`config.mk`:
```
export PLATFORM = sky130hd
export DESIGN_NAME = box_track_ctrl_flat
export DESIGN_NICKNAME = d
export VERILOG_FILES = /design/src/rtl/vga_pkg.sv /design/src/rtl/box_track_ctrl_if.sv /design/src/rtl/box_ring_gen.sv /design/src/rtl/box_track_ctrl.sv /design/src/flat_wrapper.sv
export SDC_FILE = /design/constraint.sdc
export NUM_CORES = 1
export LEC_CHECK = 0
export CAP_MARGIN = 30
export CORE_ASPECT_RATIO = 0.75
export CORE_UTILIZATION = 38
export DETAILED_ROUTE_END_ITERATION = 7
export GPL_TIMING_DRIVEN = 0
export SYNTH_ARGS = -nofsm -noshare
export SYNTH_HDL_FRONTEND = slang
export SYNTH_SLANG_ARGS = --single-unit
```
`constraint.sdc`:
```
create_clock -name clk_24m -period 4.2 [get_ports clk_24m]
set_clock_uncertainty 0.05 [all_clocks]
set_input_delay 0.63 -clock clk_24m [delete_from_list [all_inputs] [get_ports clk_24m]]
set_output_delay 0.63 -clock clk_24m [all_outputs]
set_load 0.01 [all_outputs]
```
`src/rtl/vga_pkg.sv`:
```
// Shared VGA timing constants, FSM state type and bounding-box record for the
// target tracker.
package vga_pkg;
  localparam int CNT_W = 11;
  typedef logic [CNT_W-1:0] cnt_t;

  localparam cnt_t H_ACT_START = 11'd154;
  localparam cnt_t H_ACT_END   = 11'd784;
  localparam cnt_t V_ACT_START = 11'd35;
  localparam cnt_t V_ACT_END   = 11'd515;

  typedef enum logic [1:0] {IDLE, ARM, SCAN, COMMIT} state_e;

  typedef struct packed {
    cnt_t h_min;
    cnt_t h_max;
    cnt_t v_min;
    cnt_t v_max;
  } bbox_t;

  function automatic logic in_win(input cnt_t h, input cnt_t v);
    return (h >= H_ACT_START) && (h <= H_ACT_END) &&
           (v >= V_ACT_START) && (v <= V_ACT_END);
  endfunction
endpackage

```
`src/rtl/box_track_ctrl_if.sv`:
```
// Pixel-stream inputs and tracker outputs between the VGA timing path and the
// box tracker.
interface box_track_ctrl_if;
  import vga_pkg::*;
  cnt_t        hsync_cnt;
  cnt_t        vsync_cnt;
  logic [7:0]  binary;
  logic        box;
  logic        box_valid;
  cnt_t        box_h_min;
  cnt_t        box_h_max;
  cnt_t        box_v_min;
  cnt_t        box_v_max;
  logic        frame_done;

  modport master (
    output hsync_cnt, vsync_cnt, binary,
    input  box, box_valid, box_h_min, box_h_max, box_v_min, box_v_max, frame_done
  );
  modport slave (
    input  hsync_cnt, vsync_cnt, binary,
    output box, box_valid, box_h_min, box_h_max, box_v_min, box_v_max, frame_done
  );
endinterface

```
`src/rtl/box_ring_gen.sv`:
```
// Combinational overlay ring: grows the published box by MARGIN (clamped to the
// counter range) and flags pixels inside a BORDER-thick inclusive frame.
module box_ring_gen
  import vga_pkg::*;
#(
  parameter int MARGIN = 4,
  parameter int BORDER = 2
) (
  input  logic  valid,
  input  bbox_t bb,
  input  cnt_t  h,
  input  cnt_t  v,
  output logic  box_next
);
  // One extra bit so +MARGIN/+BORDER never wrap before the clamp.
  localparam int XW = CNT_W + 1;
  typedef logic [XW-1:0] ext_t;
  localparam ext_t MAX_C = ext_t'({CNT_W{1'b1}});
  localparam ext_t M_X   = ext_t'(MARGIN);
  localparam ext_t B_X   = ext_t'(BORDER);

  ext_t l, r, t, b, h_x, v_x, r_sum, b_sum;
  logic in_rect, on_edge;

  always_comb begin
    h_x     = {1'b0, h};
    v_x     = {1'b0, v};
    l       = ({1'b0, bb.h_min} >= M_X) ? {1'b0, bb.h_min} - M_X : '0;
    t       = ({1'b0, bb.v_min} >= M_X) ? {1'b0, bb.v_min} - M_X : '0;
    r_sum   = {1'b0, bb.h_max} + M_X;
    b_sum   = {1'b0, bb.v_max} + M_X;
    r       = (r_sum > MAX_C) ? MAX_C : r_sum;
    b       = (b_sum > MAX_C) ? MAX_C : b_sum;
    in_rect = (h_x >= l) && (h_x <= r) && (v_x >= t) && (v_x <= b);
    // h > R-BORDER rewritten as h+BORDER > R so a small R cannot underflow.
    on_edge = (h_x < l + B_X) || (h_x + B_X > r) ||
              (v_x < t + B_X) || (v_x + B_X > b);
    box_next = valid && in_rect && on_edge;
  end
endmodule

```
`src/rtl/box_track_ctrl.sv`:
```
// Per-frame bounding-box tracker with lost-target hysteresis and a registered
// overlay strobe for the display mux.
module box_track_ctrl
  import vga_pkg::*;
#(
  parameter int MIN_PIX     = 16,
  parameter int LOST_FRAMES = 4,
  parameter int MARGIN      = 4,
  parameter int BORDER      = 2
) (
  input  logic            clk_24m,
  input  logic            rst,
  box_track_ctrl_if.slave bus
);
  localparam int MW = $clog2(LOST_FRAMES + 1);
  localparam logic [MW-1:0] LOST_M = MW'(LOST_FRAMES);
  localparam bbox_t ACC_INIT = '{h_min: '1, h_max: '0, v_min: '1, v_max: '0};

  state_e        state_q, state_d;
  bbox_t         acc_q, acc_d, pub_q, pub_d;
  logic [15:0]   pix_cnt_q, pix_cnt_d;
  logic [MW-1:0] miss_cnt_q, miss_cnt_d;
  logic          valid_q, valid_d;
  logic          box_q, box_next;
  logic          frame_done;
  logic          tgt;
  cnt_t          h, v;

  assign h   = bus.hsync_cnt;
  assign v   = bus.vsync_cnt;
  assign tgt = in_win(h, v) && !bus.binary[7];

  always_comb begin
    state_d    = state_q;
    acc_d      = acc_q;
    pub_d      = pub_q;
    pix_cnt_d  = pix_cnt_q;
    miss_cnt_d = miss_cnt_q;
    valid_d    = valid_q;
    frame_done = 1'b0;
    case (state_q)
      IDLE: state_d = ARM;
      ARM: begin
        acc_d     = ACC_INIT;
        pix_cnt_d = '0;
        // Wait for the blanking lines so a partial frame is never committed.
        if (v < V_ACT_START) state_d = SCAN;
      end
      SCAN: begin
        if (v > V_ACT_END) begin
          state_d = COMMIT;
        end else if (tgt) begin
          if (pix_cnt_q != 16'hFFFF) pix_cnt_d = pix_cnt_q + 16'd1;
          if (h < acc_q.h_min) acc_d.h_min = h;
          if (h > acc_q.h_max) acc_d.h_max = h;
          if (v < acc_q.v_min) acc_d.v_min = v;
          if (v > acc_q.v_max) acc_d.v_max = v;
        end
      end
      COMMIT: begin
        frame_done = 1'b1;
        state_d    = ARM;
        if (pix_cnt_q >= 16'(MIN_PIX)) begin
          pub_d      = acc_q;
          miss_cnt_d = '0;
          valid_d    = 1'b1;
        end else begin
          miss_cnt_d = (miss_cnt_q >= LOST_M) ? LOST_M : miss_cnt_q + MW'(1);
          if (miss_cnt_d == LOST_M) valid_d = 1'b0;
        end
      end
      default: state_d = IDLE;
    endcase
  end

  always_ff @(posedge clk_24m) begin
    if (rst) begin
      state_q    <= IDLE;
      acc_q      <= ACC_INIT;
      pub_q      <= '0;
      pix_cnt_q  <= '0;
      miss_cnt_q <= LOST_M;
      valid_q    <= 1'b0;
      box_q      <= 1'b0;
    end else begin
      state_q    <= state_d;
      acc_q      <= acc_d;
      pub_q      <= pub_d;
      pix_cnt_q  <= pix_cnt_d;
      miss_cnt_q <= miss_cnt_d;
      valid_q    <= valid_d;
      box_q      <= box_next;
    end
  end

  box_ring_gen #(.MARGIN(MARGIN), .BORDER(BORDER)) u_ring (
    .valid    (valid_q),
    .bb       (pub_q),
    .h        (h),
    .v        (v),
    .box_next (box_next)
  );

  assign bus.box        = box_q;
  assign bus.box_valid  = valid_q;
  assign bus.box_h_min  = pub_q.h_min;
  assign bus.box_h_max  = pub_q.h_max;
  assign bus.box_v_min  = pub_q.v_min;
  assign bus.box_v_max  = pub_q.v_max;
  assign bus.frame_done = frame_done;
endmodule

```
`src/flat_wrapper.sv`:
```
// flat-port wrapper written by rule: the top's interface ports become plain ports
module box_track_ctrl_flat import vga_pkg::*;
#(
  parameter int MIN_PIX     = 16,
  parameter int LOST_FRAMES = 4,
  parameter int MARGIN      = 4,
  parameter int BORDER      = 2
)
  (clk_24m, rst, bus_hsync_cnt, bus_vsync_cnt, bus_binary, bus_box, bus_box_valid, bus_box_h_min, bus_box_h_max, bus_box_v_min, bus_box_v_max, bus_frame_done);
  box_track_ctrl_if bus_i ();
  input  logic clk_24m;
  input  logic rst;
  input wire logic [$bits(bus_i.hsync_cnt)-1:0] bus_hsync_cnt;
  input wire logic [$bits(bus_i.vsync_cnt)-1:0] bus_vsync_cnt;
  input wire logic [$bits(bus_i.binary)-1:0] bus_binary;
  output wire logic [$bits(bus_i.box)-1:0] bus_box;
  output wire logic [$bits(bus_i.box_valid)-1:0] bus_box_valid;
  output wire logic [$bits(bus_i.box_h_min)-1:0] bus_box_h_min;
  output wire logic [$bits(bus_i.box_h_max)-1:0] bus_box_h_max;
  output wire logic [$bits(bus_i.box_v_min)-1:0] bus_box_v_min;
  output wire logic [$bits(bus_i.box_v_max)-1:0] bus_box_v_max;
  output wire logic [$bits(bus_i.frame_done)-1:0] bus_frame_done;
  assign bus_i.hsync_cnt = bus_hsync_cnt;
  assign bus_i.vsync_cnt = bus_vsync_cnt;
  assign bus_i.binary = bus_binary;
  assign bus_box = bus_i.box;
  assign bus_box_valid = bus_i.box_valid;
  assign bus_box_h_min = bus_i.box_h_min;
  assign bus_box_h_max = bus_i.box_h_max;
  assign bus_box_v_min = bus_i.box_v_min;
  assign bus_box_v_max = bus_i.box_v_max;
  assign bus_frame_done = bus_i.frame_done;
  box_track_ctrl #(.MIN_PIX(MIN_PIX), .LOST_FRAMES(LOST_FRAMES), .MARGIN(MARGIN), .BORDER(BORDER)) u_core (.clk_24m(clk_24m), .rst(rst), .bus(bus_i));
endmodule
```
==> impl_results.rst <==
.. list-table::
   :header-rows: 1

   * - Metric
     - Value
   * - Initial antenna violation count
     - 0
   * - Most used flip-flop cell after synthesis
     - sky130_fd_sc_hd__dfxtp_1
   * - Routability-driven placement congestion ratio
     - 0.897
   * - Max-slew violation count
     - 0
   * - Final setup violation count
     - 0
   * - Required time reported for the critical path endpoint
     - between 4 and 5 ns
   * - Fin nets
     - 1448
   * - Area of the die
     - 0.0249 mm^2
   * - H-tree levels
     - 3
   * - HPWL after DPL
     - 21800 um
   * - Netlist area before placement
     - 0.00921 mm^2
   * - Startpoint class of the critical path
     - input pin
   * - Clock buffer count from CTS
     - 9
   * - Slew Limit Headroom
     - 0.480
   * - Final hold viol count
     - 0
   * - Clock tree from TritonCTS
     - done
   * - Highest achievable clock rate
     - 246 MHz
   * - Area inside the core boundary
     - 0.0234 mm^2
   * - Clk pin slew, worst setup/hold paths
     - 0.08 ns
   * - Peak supply drop
     - 222 uV
   * - Overall power consumption
     - 2.63 mW
   * - Tightest Hold Check Type
     - flip-flop to flip-flop
   * - Filler cell count in the final layout
     - 2373
   * - Initial core utilization
     - 0.393
   * - CP arrival
     - 4.25 ns
   * - Average size of a mapped cell
     - 7.78 um^2
   * - Antenna cell count
     - 0
   * - DRC marker count from the first detailed-route iteration
     - 633
   * - Critical path fanouts, max
     - 12
   * - Fraction of final layout cells sized beyond drive strength 1
     - 0.0456
   * - Leak pwr
     - 4.48 nW
   * - Flip-flop and latch count after synthesis
     - 111
   * - Final antenna-violating net count
     - 0
   * - Clock insertion delay at the later pin of the skew report
     - 0.36 ns
   * - Average wire per cell in the routed design
     - 17.7 um
   * - Final Critical Period
     - 4.06 ns
   * - Total routing resource utilization after global routing
     - 0.227
   * - Post-detailed-route via-to-cell ratio
     - 5.51
   * - Post-synth EDFFs
     - 0
   * - Floorplan die width
     - 182 um
   * - Post-route clock period utilization
     - 0.966
   * - Sink count of the clock tree
     - between 100 and 150
   * - Max-cap violations
     - 0
   * - Fraction of post-synthesis cell area in the top cell type by area
     - 0.241
   * - Async S/R FF share, synth
     - 0
   * - Result of the run
     - completed
   * - Std-Cell Rows
     - between 40 and 50
   * - Pre-antenna DRT Iters
     - 6
   * - Aggregate global routing overflow
     - 0
   * - Relative area change from synthesis to final layout
     - 15.6%
   * - Cells after Synth
     - 1184
   * - Height of the die
     - 137 um
   * - First-pass GRT wire length
     - 43800 um
   * - Worst Max-Slew Pin Slew
     - between 0.7 and 0.8 ns
   * - Clock root cell
     - sky130_fd_sc_hd__clkbuf_16
   * - Ys Warns
     - 0
   * - Number of buffers inserted by hold repair at cts
     - 0
   * - Sequential cell area
     - 0.00223 mm^2
   * - Final routed DRC violation total
     - 0
   * - Crit path setup slack, layout
     - roughly 0.14 ns
   * - Worst hold slack
     - 0.398 ns
   * - Largest net degree at the start of global routing
     - 19
   * - Maximum count of clock buffers along a single path
     - 2
   * - Top library cells by usage in the layout, fill and taps aside
     - sky130_fd_sc_hd__nand2_1 (175), sky130_fd_sc_hd__ha_1 (148), sky130_fd_sc_hd__dfxtp_1 (107)
   * - Portion of the post-synthesis area used by sequential elements
     - 0.241
   * - Area occupied by multi-input gates
     - 0.00650 mm^2
   * - Power density over the cells
     - between 200 and 250 mW/mm^2
   * - Routed vias
     - 8655
   * - I/O Pins
     - 79
   * - Number of distinct library cells after synthesis
     - 70
   * - Start-to-end type of the worst setup path
     - input pin to flip-flop
   * - Post-detailed-routing wire length
     - 27700 um
   * - Cell type with the largest total area after synthesis
     - sky130_fd_sc_hd__dfxtp_1
   * - Most frequent standard cell in the layout excluding fill and tap cells
     - sky130_fd_sc_hd__nand2_1
   * - Cell types with the largest area share after synthesis
     - sky130_fd_sc_hd__dfxtp_1 (24%), sky130_fd_sc_hd__ha_1 (20%), sky130_fd_sc_hd__nand2_1 (7.1%), sky130_fd_sc_hd__a21oi_1 (5.2%), sky130_fd_sc_hd__inv_1 (3.4%)
   * - Count of port buffers added during placement
     - 70
   * - Number of global-route vias before repair
     - ~8000
   * - Category of the worst setup path capture point
     - flip-flop
   * - Dpl ws
     - -0.783 ns
[metrics by stage]
step / std cells / area [um^2] / TNS (ns) / utilization
after CTS: 1570 / 10600 / 0 / 0.452
after detailed placement: 1555 / 10300 / -0.783 / 0.439
after global placement: 1555 / 10300 / -0.810 / 0.439
after floorplan: 1185 / 9220 / 0 / -
final: 1572 / 10600 / 0 / 0.455
after global routing: 1572 / 10600 / -0.00435 / 0.455
[area by class of cell]
| class | count | area share |
|---|---|---|
| multi-input cells | 942 | 0.611 |
| flip-flops and latches | 111 | 0.209 |
| repair buffers | 73 | 0.0691 |
| well taps | 300 | 0.0352 |
| inverters | 84 | 0.0296 |
| clock buffers | 9 | 0.0211 |
| plain buffers | 47 | 0.0209 |
| clock inverters | 6 | 0.00423 |
[final timing paths]
path	from	depth (start not counted)	end	slack, ns
max	bus_vsync_cnt[4]	12	u_core.bus.box	0.14
min	u_core.acc_q[35]	2	u_core.bus.box_h_min[2]	0.40
max reg2reg	u_core.bus.box_v_min[2]	17	u_core.bus.box	0.22
min reg2reg	u_core.acc_q[35]	2	u_core.bus.box_h_min[2]	0.40
[report_power, final]
group          internal (mW)  switching (mW)
logic                  0.251           0.446
clock network          0.403           0.411
registers               1.09          0.0325
total                   1.75           0.889
[cell families after synthesis]
family | share of synthesized area
compound gates | 0.166
xor+xnor | 0.0646
fa+ha+maj | 0.202
buf+inv | 0.0574
flops | 0.241
mux | 0.0212
other cells | 0.000407
simple gates | 0.247
[metal layers]
layer  share of wire  GRT usage  vias up
met1            0.54      0.352     4086
li1                -          -     4340
met5               0          0        -
met2            0.40      0.329      210
met3           0.051     0.0255       19
met4           0.011     0.0476        0
[registers in the layout (all words and copies together) (netlist names)]
register / cells
u_core.bus.box: 1
u_core.acc_q: 44
u_core.bus.box_h_max: 11
u_core.miss_cnt_q: 3
u_core.bus.box_v_max: 11
u_core.state_q: 2
u_core.bus.box_v_min: 11
u_core.bus.box_h_min: 11
u_core.bus.box_valid: 1
u_core.pix_cnt_q: 16
[cell usage after synthesis (all sizes together), types with 22 or more instances]
| library cell | n |
|---|---|
| nand2 | 175 |
| ha | 148 |
| dfxtp | 111 |
| a21oi | 96 |
| inv | 83 |
| nor2 | 73 |
| nand3 | 51 |
| clkbuf | 37 |
| o21ai | 35 |
| xnor2 | 34 |
| xor2 | 34 |
| and3 | 30 |
| nand4 | 25 |
| a31oi | 23 |
| nor3 | 22 |
[what timing repair did]
item,in CTS,in global routing
setup buffers,0,3
setup endpoints to repair,1,1
pin swaps,0,3
gates resized for setup,7,20
[worst max-delay path, cell delays in order]
cell	delay, ns
sky130_fd_sc_hd__clkdlybuf4s50_1	0.97
sky130_fd_sc_hd__and3_1	0.33
sky130_fd_sc_hd__and4_1	0.24
sky130_fd_sc_hd__nand4_1	0.12
sky130_fd_sc_hd__xnor2_1	0.16
sky130_fd_sc_hd__ha_1	0.33
sky130_fd_sc_hd__a21oi_1	0.17
sky130_fd_sc_hd__nand2_1	0.08
sky130_fd_sc_hd__a2111oi_1	0.61
sky130_fd_sc_hd__o211ai_1	0.21
sky130_fd_sc_hd__nor4_1	0.28
sky130_fd_sc_hd__a211oi_1	0.11
No activity file was read; power rests on OpenSTA's default activity.
